File: src/rtl/executs_pkg.sv
// Shared encodings for the multiply/divide execution unit.
package executs_pkg;

  localparam int unsigned MD_OP_W = 3;

  // md_op encodings as presented by the decoder
  typedef enum logic [MD_OP_W-1:0] {
    MD_NOP   = 3'b000,
    MD_MULT  = 3'b001,
    MD_MULTU = 3'b010,
    MD_DIV   = 3'b011,
    MD_DIVU  = 3'b100,
    MD_MTHI  = 3'b101,
    MD_MTLO  = 3'b110,
    MD_RSVD  = 3'b111
  } md_op_e;

  // Control FSM states
  typedef enum logic [1:0] {
    S_IDLE = 2'b00,
    S_RUN  = 2'b01,
    S_FIN  = 2'b10
  } md_state_e;

endpackage

File: src/rtl/md_step.sv
// One iteration of the {acc, q} datapath: shift-add multiply or restoring divide.
module md_step #(
  parameter int unsigned WIDTH = 32
) (
  input  logic             is_div_i,
  input  logic [WIDTH-1:0] acc_i,
  input  logic [WIDTH-1:0] q_i,
  input  logic [WIDTH-1:0] opnd_i,
  output logic [WIDTH-1:0] acc_o,
  output logic [WIDTH-1:0] q_o
);

  logic [WIDTH:0]   sum;
  logic [WIDTH:0]   shifted;
  logic [WIDTH-1:0] diff;
  logic             ge;

  // Multiply: add multiplicand on q[0], shift {acc,q} right.
  // Divide: shift {acc,q} left, trial-subtract divisor, set quotient bit.
  // When the trial succeeds the true difference is below the divisor, so the
  // wrapped WIDTH-bit subtraction is exact.
  always_comb begin
    sum     = q_i[0] ? ({1'b0, acc_i} + {1'b0, opnd_i}) : {1'b0, acc_i};
    shifted = {acc_i, q_i[WIDTH-1]};
    ge      = (shifted >= {1'b0, opnd_i});
    diff    = shifted[WIDTH-1:0] - opnd_i;
    if (is_div_i) begin
      acc_o = ge ? diff : shifted[WIDTH-1:0];
      q_o   = {q_i[WIDTH-2:0], ge};
    end else begin
      acc_o = sum[WIDTH:1];
      q_o   = {sum[0], q_i[WIDTH-1:1]};
    end
  end

endmodule

File: src/rtl/executs_md.sv
// Sequential multiply/divide unit with architectural HI/LO and busy/done handshake.
module executs_md
  import executs_pkg::*;
#(
  parameter int unsigned WIDTH = 32,
  parameter int unsigned CNT_W = $clog2(WIDTH + 1)
) (
  input  logic               clock,
  input  logic               reset,
  input  logic               start,
  input  logic [MD_OP_W-1:0] md_op,
  input  logic [WIDTH-1:0]   Read_data_1,
  input  logic [WIDTH-1:0]   Read_data_2,
  input  logic               flush,
  output logic               busy,
  output logic               done,
  output logic               div_by_zero,
  output logic [WIDTH-1:0]   Hi_out,
  output logic [WIDTH-1:0]   Lo_out
);

  md_state_e        state_q, state_d;
  logic [CNT_W-1:0] cnt_q, cnt_d;
  logic [WIDTH-1:0] acc_q, acc_d;
  logic [WIDTH-1:0] q_q, q_d;
  logic [WIDTH-1:0] opnd_q, opnd_d;
  logic [WIDTH-1:0] rs_q, rs_d;
  logic             div_q, div_d;
  logic             neg_res_q, neg_res_d;
  logic             neg_rem_q, neg_rem_d;
  logic             dz_q, dz_d;
  logic [WIDTH-1:0] hi_q, hi_d;
  logic [WIDTH-1:0] lo_q, lo_d;
  logic             done_q, done_d;
  logic             dbz_q, dbz_d;

  logic [WIDTH-1:0] step_acc;
  logic [WIDTH-1:0] step_q;

  md_op_e             op;
  logic               signed_op;
  logic               a_neg;
  logic               b_neg;
  logic [WIDTH-1:0]   a_mag;
  logic [WIDTH-1:0]   b_mag;
  logic [2*WIDTH-1:0] prod;
  logic [WIDTH-1:0]   quot;
  logic [WIDTH-1:0]   rem;

  md_step #(.WIDTH(WIDTH)) u_step (
    .is_div_i (div_q),
    .acc_i    (acc_q),
    .q_i      (q_q),
    .opnd_i   (opnd_q),
    .acc_o    (step_acc),
    .q_o      (step_q)
  );

  assign op = md_op_e'(md_op);

  // Next-state, operand latching, iteration and sign fix-up
  always_comb begin
    state_d   = state_q;
    cnt_d     = cnt_q;
    acc_d     = acc_q;
    q_d       = q_q;
    opnd_d    = opnd_q;
    rs_d      = rs_q;
    div_d     = div_q;
    neg_res_d = neg_res_q;
    neg_rem_d = neg_rem_q;
    dz_d      = dz_q;
    hi_d      = hi_q;
    lo_d      = lo_q;
    done_d    = 1'b0;
    dbz_d     = 1'b0;
    signed_op = (op == MD_MULT) || (op == MD_DIV);
    a_neg     = signed_op && Read_data_1[WIDTH-1];
    b_neg     = signed_op && Read_data_2[WIDTH-1];
    a_mag     = a_neg ? (WIDTH'(0) - Read_data_1) : Read_data_1;
    b_mag     = b_neg ? (WIDTH'(0) - Read_data_2) : Read_data_2;
    prod      = neg_res_q ? ((2*WIDTH)'(0) - {acc_q, q_q}) : {acc_q, q_q};
    quot      = neg_res_q ? (WIDTH'(0) - q_q) : q_q;
    rem       = neg_rem_q ? (WIDTH'(0) - acc_q) : acc_q;

    unique case (state_q)
      S_IDLE: begin
        if (start) begin
          unique case (op)
            MD_MTHI: hi_d = Read_data_1;
            MD_MTLO: lo_d = Read_data_1;
            MD_MULT, MD_MULTU, MD_DIV, MD_DIVU: begin
              div_d     = (op == MD_DIV) || (op == MD_DIVU);
              acc_d     = '0;
              cnt_d     = '0;
              rs_d      = Read_data_1;
              neg_res_d = a_neg ^ b_neg;
              neg_rem_d = a_neg;
              dz_d      = (Read_data_2 == '0);
              if ((op == MD_DIV) || (op == MD_DIVU)) begin
                q_d    = a_mag;
                opnd_d = b_mag;
              end else begin
                q_d    = b_mag;
                opnd_d = a_mag;
              end
              state_d = S_RUN;
            end
            default: ;
          endcase
        end
      end
      S_RUN: begin
        acc_d = step_acc;
        q_d   = step_q;
        if (cnt_q == CNT_W'(WIDTH - 1)) begin
          cnt_d   = '0;
          state_d = S_FIN;
        end else begin
          cnt_d = cnt_q + CNT_W'(1);
        end
      end
      S_FIN: begin
        if (!div_q) begin
          hi_d = prod[2*WIDTH-1:WIDTH];
          lo_d = prod[WIDTH-1:0];
        end else if (dz_q) begin
          hi_d = rs_q;
          lo_d = '1;
        end else begin
          hi_d = rem;
          lo_d = quot;
        end
        done_d  = 1'b1;
        dbz_d   = div_q && dz_q;
        state_d = S_IDLE;
      end
      default: state_d = S_IDLE;
    endcase

    // Cancel wins over completion; HI/LO are left untouched
    if (flush && (state_q != S_IDLE)) begin
      state_d = S_IDLE;
      cnt_d   = '0;
      hi_d    = hi_q;
      lo_d    = lo_q;
      done_d  = 1'b0;
      dbz_d   = 1'b0;
    end
  end

  // State and datapath registers
  always_ff @(posedge clock or posedge reset) begin
    if (reset) begin
      state_q   <= S_IDLE;
      cnt_q     <= '0;
      acc_q     <= '0;
      q_q       <= '0;
      opnd_q    <= '0;
      rs_q      <= '0;
      div_q     <= 1'b0;
      neg_res_q <= 1'b0;
      neg_rem_q <= 1'b0;
      dz_q      <= 1'b0;
      hi_q      <= '0;
      lo_q      <= '0;
      done_q    <= 1'b0;
      dbz_q     <= 1'b0;
    end else begin
      state_q   <= state_d;
      cnt_q     <= cnt_d;
      acc_q     <= acc_d;
      q_q       <= q_d;
      opnd_q    <= opnd_d;
      rs_q      <= rs_d;
      div_q     <= div_d;
      neg_res_q <= neg_res_d;
      neg_rem_q <= neg_rem_d;
      dz_q      <= dz_d;
      hi_q      <= hi_d;
      lo_q      <= lo_d;
      done_q    <= done_d;
      dbz_q     <= dbz_d;
    end
  end

  assign busy        = (state_q != S_IDLE);
  assign done        = done_q;
  assign div_by_zero = dbz_q;
  assign Hi_out      = hi_q;
  assign Lo_out      = lo_q;

endmodule
File: config.mk
export PLATFORM = sky130hd
export DESIGN_NAME = executs_md
export DESIGN_NICKNAME = d
export VERILOG_FILES = /design/src/rtl/executs_pkg.sv /design/src/rtl/md_step.sv /design/src/rtl/executs_md.sv
export SDC_FILE = /design/constraint.sdc
export NUM_CORES = 1
export LEC_CHECK = 0
export BUFFER_PORTS_ARGS = -buffer_cell sky130_fd_sc_hd__clkbuf_2
export CAP_MARGIN = 30
export CORE_MARGIN = 8
export CORE_UTILIZATION = 50
export CTS_CLUSTER_DIAMETER = 200
export CTS_CLUSTER_SIZE = 10
export DETAILED_ROUTE_END_ITERATION = 8
export GPL_ROUTABILITY_DRIVEN = 0
export PLACE_DENSITY = 0.8
export SYNTH_ARGS = -nofsm -noshare
export SYNTH_HDL_FRONTEND = slang
export SYNTH_SLANG_ARGS = --single-unit
File: constraint.sdc
create_clock -name clock -period 7.25 [get_ports clock]
set_input_delay 1.0875 -clock clock [delete_from_list [all_inputs] [get_ports clock]]
set_output_delay 1.0875 -clock clock [all_outputs]
set_load 0.005 [all_outputs]
After elaboration in Yosys (flattened, before gate mapping)
Cells that the tools add are included.
{ "totals": {"elab_cells": 101, "output_inout_bits": 67, "in_bits": 71, "regBits": 206} }
{ "classes": {"n_bitwise": 2, "order_cmp": 1, "muxes": 41, "n_addsub": 8, "reduce_logical": 19, "eq_ne": 16} }
{ "op_table": {"columns": ["operator", "n"], "rows": [
  ["$mux 32", 21],
  ["$pmux 32 s2", 4],
  ["$sub 1x32->32 const A", 4],
  ["$mux 64", 1],
  ["$sub 1x64->64 const A", 1],
  ["$add 32x32->33", 1],
  ["$ge 33x32->1", 1],
  ["$mux 33", 1],
  ["$logic_not 32->1", 1],
  ["$sub 32x32->32", 1],
  ["$mux 6", 4],
  ["$pmux 6 s2", 1],
  ["$reduce_and 3->1", 4],
  ["$eq 3x3->1 const B", 3],
  ["$mux 2", 4],
  ["$reduce_and 4->1", 2],
  ["$add 6x1->6 const B", 1],
  ["$eq 3x2->1 const B", 2],
  ["$eq 6x5->1 const B", 1],
  ["$ne 2x1->1 const B", 3],
  ["$ne 3x3->1 const B", 2],
  ["$reduce_bool 2->1", 3],
  ["$logic_and 1x1->1", 4],
  ["$mux 1", 4],
  ["other kinds (12)", 13]
]} }

Longest topological paths before layout
{ "logic_depth": {"ltp_word": 8, "ltp_mapped": 15, "depth_no_buf": 14} }

Hierarchy
From an unflattened synthesis, not the netlist that was laid out.
{ "hier_totals": {"cells_unflattened": 2321, "area_unflattened_um2": 18137.4} }
{ "by_module_without_submodules": {"columns": ["mod", "n_inst", "seq_area_each_um2", "area_per_inst_um2", "cells_per_inst"], "rows": [
  ["executs_md", 1, 5154.9, 13017.5, 1569],
  ["md_step", 1, 0.0, 5119.9, 752]
]} }

Worst setup path before layout
No wires, ideal clock.
{ "synth_timing": {"path_type": "input to register", "from": "in Read_data_1[2]", "to": "reg q_q[29]", "arrival_time_ns": 3.385, "setup_ns": 0.083, "slack_ns": 3.783, "t_required_ns": 7.167, "cell_stages": 11, "n_path_buf": 1, "path_cell_list": "clkbuf_1 -> or4_1 -> and4bb_2 -> nand3_1 -> or2_2 -> o41ai_1 -> xnor2_1 -> nor2_1 -> a21oi_1 -> a21oi_1 -> o21ai_0"} }
{ "synth_between": {"elab_chain_len": 6} }
{ "synth_rtl": {"columns": ["element", "line_no", "source"], "rows": [
  ["from (decl)", "executs_md.sv:12", "input logic [WIDTH-1:0] Read_data_1,"],
  ["$sub 1x32->32", "executs_md.sv:80", "a_mag = a_neg ? (WIDTH'(0) - Read_data_1) : Read_data_1;"],
  ["$mux 32", "executs_md.sv:80", null],
  ["$mux 32", "executs_md.sv:100", "if ((op == MD_DIV) || (op == MD_DIVU)) begin"],
  ["$mux 32", "executs_md.sv:89", "unique case (op)"],
  ["$mux 32", "executs_md.sv:88", "if (start) begin"],
  ["$pmux 32 s2", "executs_md.sv:86", "unique case (state_q)"],
  ["to (signal assigned)", "executs_md.sv:173", "q_q <= q_d;"],
  ["to (decl)", "executs_md.sv:25", "logic [WIDTH-1:0] q_q, q_d;"]
]} }
No other way between the ends. The select of a mux whose other input is x is not followed.
A chain may end at the register's enable or synchronous reset.

Final worst setup path
{ "layout_timing": {"from": "reg q_q[0]", "to": "reg hi_q[6] (netlist: Hi_out[6])"} }
{ "layout_between": {"elab_chain_len": 4} }
{ "layout_rtl": {"columns": ["element", "line_no", "source"], "rows": [
  ["$sub 1x64->64", "executs_md.sv:82", "prod = neg_res_q ? ((2*WIDTH)'(0) - {acc_q, q_q}) : {acc_q, q_q};"],
  ["$mux 64", "executs_md.sv:82", null],
  ["$mux 32", "executs_md.sv:124", "if (!div_q) begin"],
  ["$pmux 32 s2", "executs_md.sv:86", null],
  ["to (signal assigned)", "executs_md.sv:180", "hi_q <= hi_d;"],
  ["to (decl)", "executs_md.sv:32", "logic [WIDTH-1:0] hi_q, hi_d;"]
]} }
No other way between the ends.

==> impl_metrics.tcl <==
set metrics [dict create \
    synth_area_um2 17180 \
    cts-buffers-inserted 24 \
    antenna_left 0 \
    drt-initial-drc-count 2342 \
    final_util 0.5475 \
    crit_path_frequent_cell "o21ai_0" \
    syn-num-nets 2326 \
    cp.required_ns 7.66 \
    drive_above_1_share 0.1138 \
    finalNetCount 2346 \
    synth_cell_types 84 \
    synth-xor-area-share 0.08769 \
    root_buffer "clkbuf_16" \
    ys_seq_elements 206 \
    vias 17970 \
    hold_class "in -> async" \
    wl_mm 62.96 \
    cp_num_buf_inv 2 \
    total_leakage_power_nw 8.064 \
    placed_area_um2 18020 \
    cts.repair.resized 0 \
    r2r_cells 13 \
    syn_avg_cell_area_um2 7.866 \
    layout_setup_ws_ns 3.102 \
    grt_pass1_wl_mm 96.72 \
    setup_viol 0 \
    synthMuxAreaShare 0.05572 \
    worst_path_max_delay_cell "nand4_1" \
    route.detailed.drc 0 \
    drv_slew 0 \
    grt_max_degree 141 \
    die_w_um 201.4 \
    holdBufCountCts 0 \
    clk_latency_ns 0.54 \
    grtUsageTotal 0.2950 \
    ctsLongestPathBuffers 3 \
    num_io_pins 138 \
    ir_drop_mv 0.2183 \
    cp-end-kind "flip-flop" \
    power.total_mw 7.385 \
    clkTransAtPathRegs_ns 0.06 \
    cp.arrival_ns 4.56 \
    cap_violations 0 \
    maxSlewHeadroom 0.3160 \
    via_per_inst 6.729 \
    period_minus_slack_ns 4.148 \
    hpwl_mm 45.69 \
    clock-skew-final_ns 0.02328 \
    synth_edf_count 0 \
    cts_post_setup_buffers_inserted 0 \
    powerDensity_nw_per_um2 394.3 \
    period_share 0.5722 \
    status "finished, final reports clean" \
    stdcell_area_um2 18730 \
    setup_tns_ns 0 \
    portBuffers 137 \
    grt-ovfl-total 0 \
    post-place-ws_ns 3.229 \
    die_area_um2 40550 \
    max_freq_mhz 241.1 \
    fp.dieH_um 201.4 \
    synthFlopType "dfrtp_1" \
    grt_pass1_vias 17230 \
    dr.pass1.iters 9 \
    netlist_instances 2184 \
    tightestPinTransition_ns 1.023 \
    max_stage_delay_ns 0.52 \
    crit_family "simple AND/OR/NAND/NOR gates" \
    final_common_cell "nand2_1" \
    synth-compound-area-share 0.2623 \
    synthToLayoutAreaGrowth_pct 9.009 \
    antenna_found_initial 10 \
    setup.worst_path.class "reg -> reg" \
    synth_adder_area_share 0.05259 \
    path_cells "buf_4 > inv_1 > ha_1 > nor3b_1 > nand3_1 > or3_1 > nor2_1 > nand4_1 > o21ai_0 > o21ai_0 > o221a_2 > a22oi_1 > o21ai_0" \
    cts_tree "done" \
    cts_sinks 206 \
    drt-wirelength-per-cell_um 23.58 \
    r2r_setup_slack_ns 3.10 \
    rows 68 \
    nFillCells 3142 \
    layout_common_cells "243 x nand2_1, 226 x o21ai_0, 205 x dfrtp_1, 200 x a21oi_1, 173 x nor2_1" \
    ys.warnings.count 0 \
    core_area_um2 34200 \
    ys_seq_area_frac 0.3001 \
    critPathLaunchType "flip-flop" \
    hold_violations 0 \
    synth_top_family_by_area "compound AO/OA/AOI/OAI gates" \
    worstReg2RegStart "q_q[0]" \
    rsz0062_at_grt "no" \
    h-tree-depth 1 \
    async_flop_share 1.000 \
    synth-simple-area-share 0.1894 \
    initial_core_util 0.5023 \
    cp_max_fo 35 \
    r2r-end "Hi_out[6]" \
]
## registers in the layout (all words and copies together), names as in the netlist
name,count
div_by_zero,1
opnd_q,32
cnt_q,6
div_q,1
state_q,2
Hi_out,32
done,1
dz_q,1
Lo_out,32
rs_q,32
acc_q,32
neg_res_q,1
q_q,32
neg_rem_q,1
## cell type report
cell class	count	area [um2]	area share
Timing Repair Buffer	158	910.9	0.04864
Clock inverter	2	46.29	0.002472
Tap cell	455	569.3	0.03040
Antenna cell	10	25.02	0.001336
Inverter	64	247.7	0.01323
Sequential cell	206	5159	0.2755
Clock buffer	25	604.3	0.03227
Multi-Input combinational cell	1750	11160	0.5962
## synthesized netlist by cell type (14+ instances only)
library cell / n / share of area
xnor2_1: 104 / 0.053
o221ai_1: 28 / 0.014
o22ai_1: 34 / 0.012
a21o_1: 34 / 0.015
mux2_2: 29 / 0.019
o21ai_0: 226 / 0.066
o31ai_1: 26 / 0.011
nor4_1: 17 / 0.0062
nor2_1: 173 / 0.038
clkbuf_1: 136 / 0.030
ha_1: 69 / 0.050
xor2_1: 68 / 0.035
nand3_1: 53 / 0.015
dfrtp_1: 206 / 0.30
mux2i_1: 63 / 0.037
inv_1: 63 / 0.014
or3_1: 20 / 0.0073
a21oi_1: 201 / 0.059
nand2_1: 244 / 0.053
o211ai_1: 18 / 0.0079
a22oi_1: 35 / 0.015
nor2b_1: 23 / 0.0084
nand4_1: 15 / 0.0055
nand2b_1: 19 / 0.0069
a211oi_1: 19 / 0.0083
or4_1: 14 / 0.0061
nor3_1: 45 / 0.013
## cell families after synthesis
logic type	Yosys count
compound gates	729
xor+xnor	172
fa+ha+maj	71
buf+inv	228
flops	206
mux	92
simple gates	686
## stage by stage
step / hold WS [ns] / instances
after floorplan: 0.4428 / 2184
after global placement: 0.4642 / 2629
after detailed placement: 0.4659 / 2632
after CTS: 0.4746 / 2659
after global routing: 0.4911 / 2669
final: 0.4754 / 2670
## metal layers
layer	vias to the layer above	GRT usage	routed length [um]
li1	7964	-	-
met1	8504	0.3614	22740
met2	1208	0.4534	28190
met3	290	0.07913	7543
met4	0	0.1923	4489
met5	-	0	0
## how the worst max path moves through the flow
| stage | start | cells after the start | to | slack (ns) |
|---|---|---|---|---|
| 2_1_floorplan | reset | 1 | Hi_out[0] | 0.54 |
| 3_3_place_gp | md_op[2] | 6 | opnd_q[31] | 3.23 |
| 3_5_place_dp | Read_data_1[4] | 11 | q_q[30] | 3.23 |
| 4_1_cts | acc_q[3] | 11 | acc_q[27] | 3.26 |
| 5_1_grt | q_q[0] | 13 | Hi_out[6] | 2.85 |
| 6_report | q_q[0] | 13 | Hi_out[6] | 3.10 |
## worst reg2reg max path, cell delays in order, from the launching register on
cell     delay [ns]
dfrtp_1        0.36
buf_4          0.29
inv_1          0.48
ha_1           0.28
nor3b_1        0.28
nand3_1        0.20
or3_1          0.40
nor2_1         0.26
nand4_1        0.52
o21ai_0        0.32
o21ai_0        0.12
o221a_2        0.25
a22oi_1        0.16
o21ai_0        0.10
## power by group
| group | switching (mW) | internal, mW |
|---|---|---|
| Combinational | 2.39 | 1.68 |
| Sequential | 0.719 | 1.50 |
| Clock | 0.481 | 0.620 |
No activity file was read; power rests on OpenSTA's default activity.
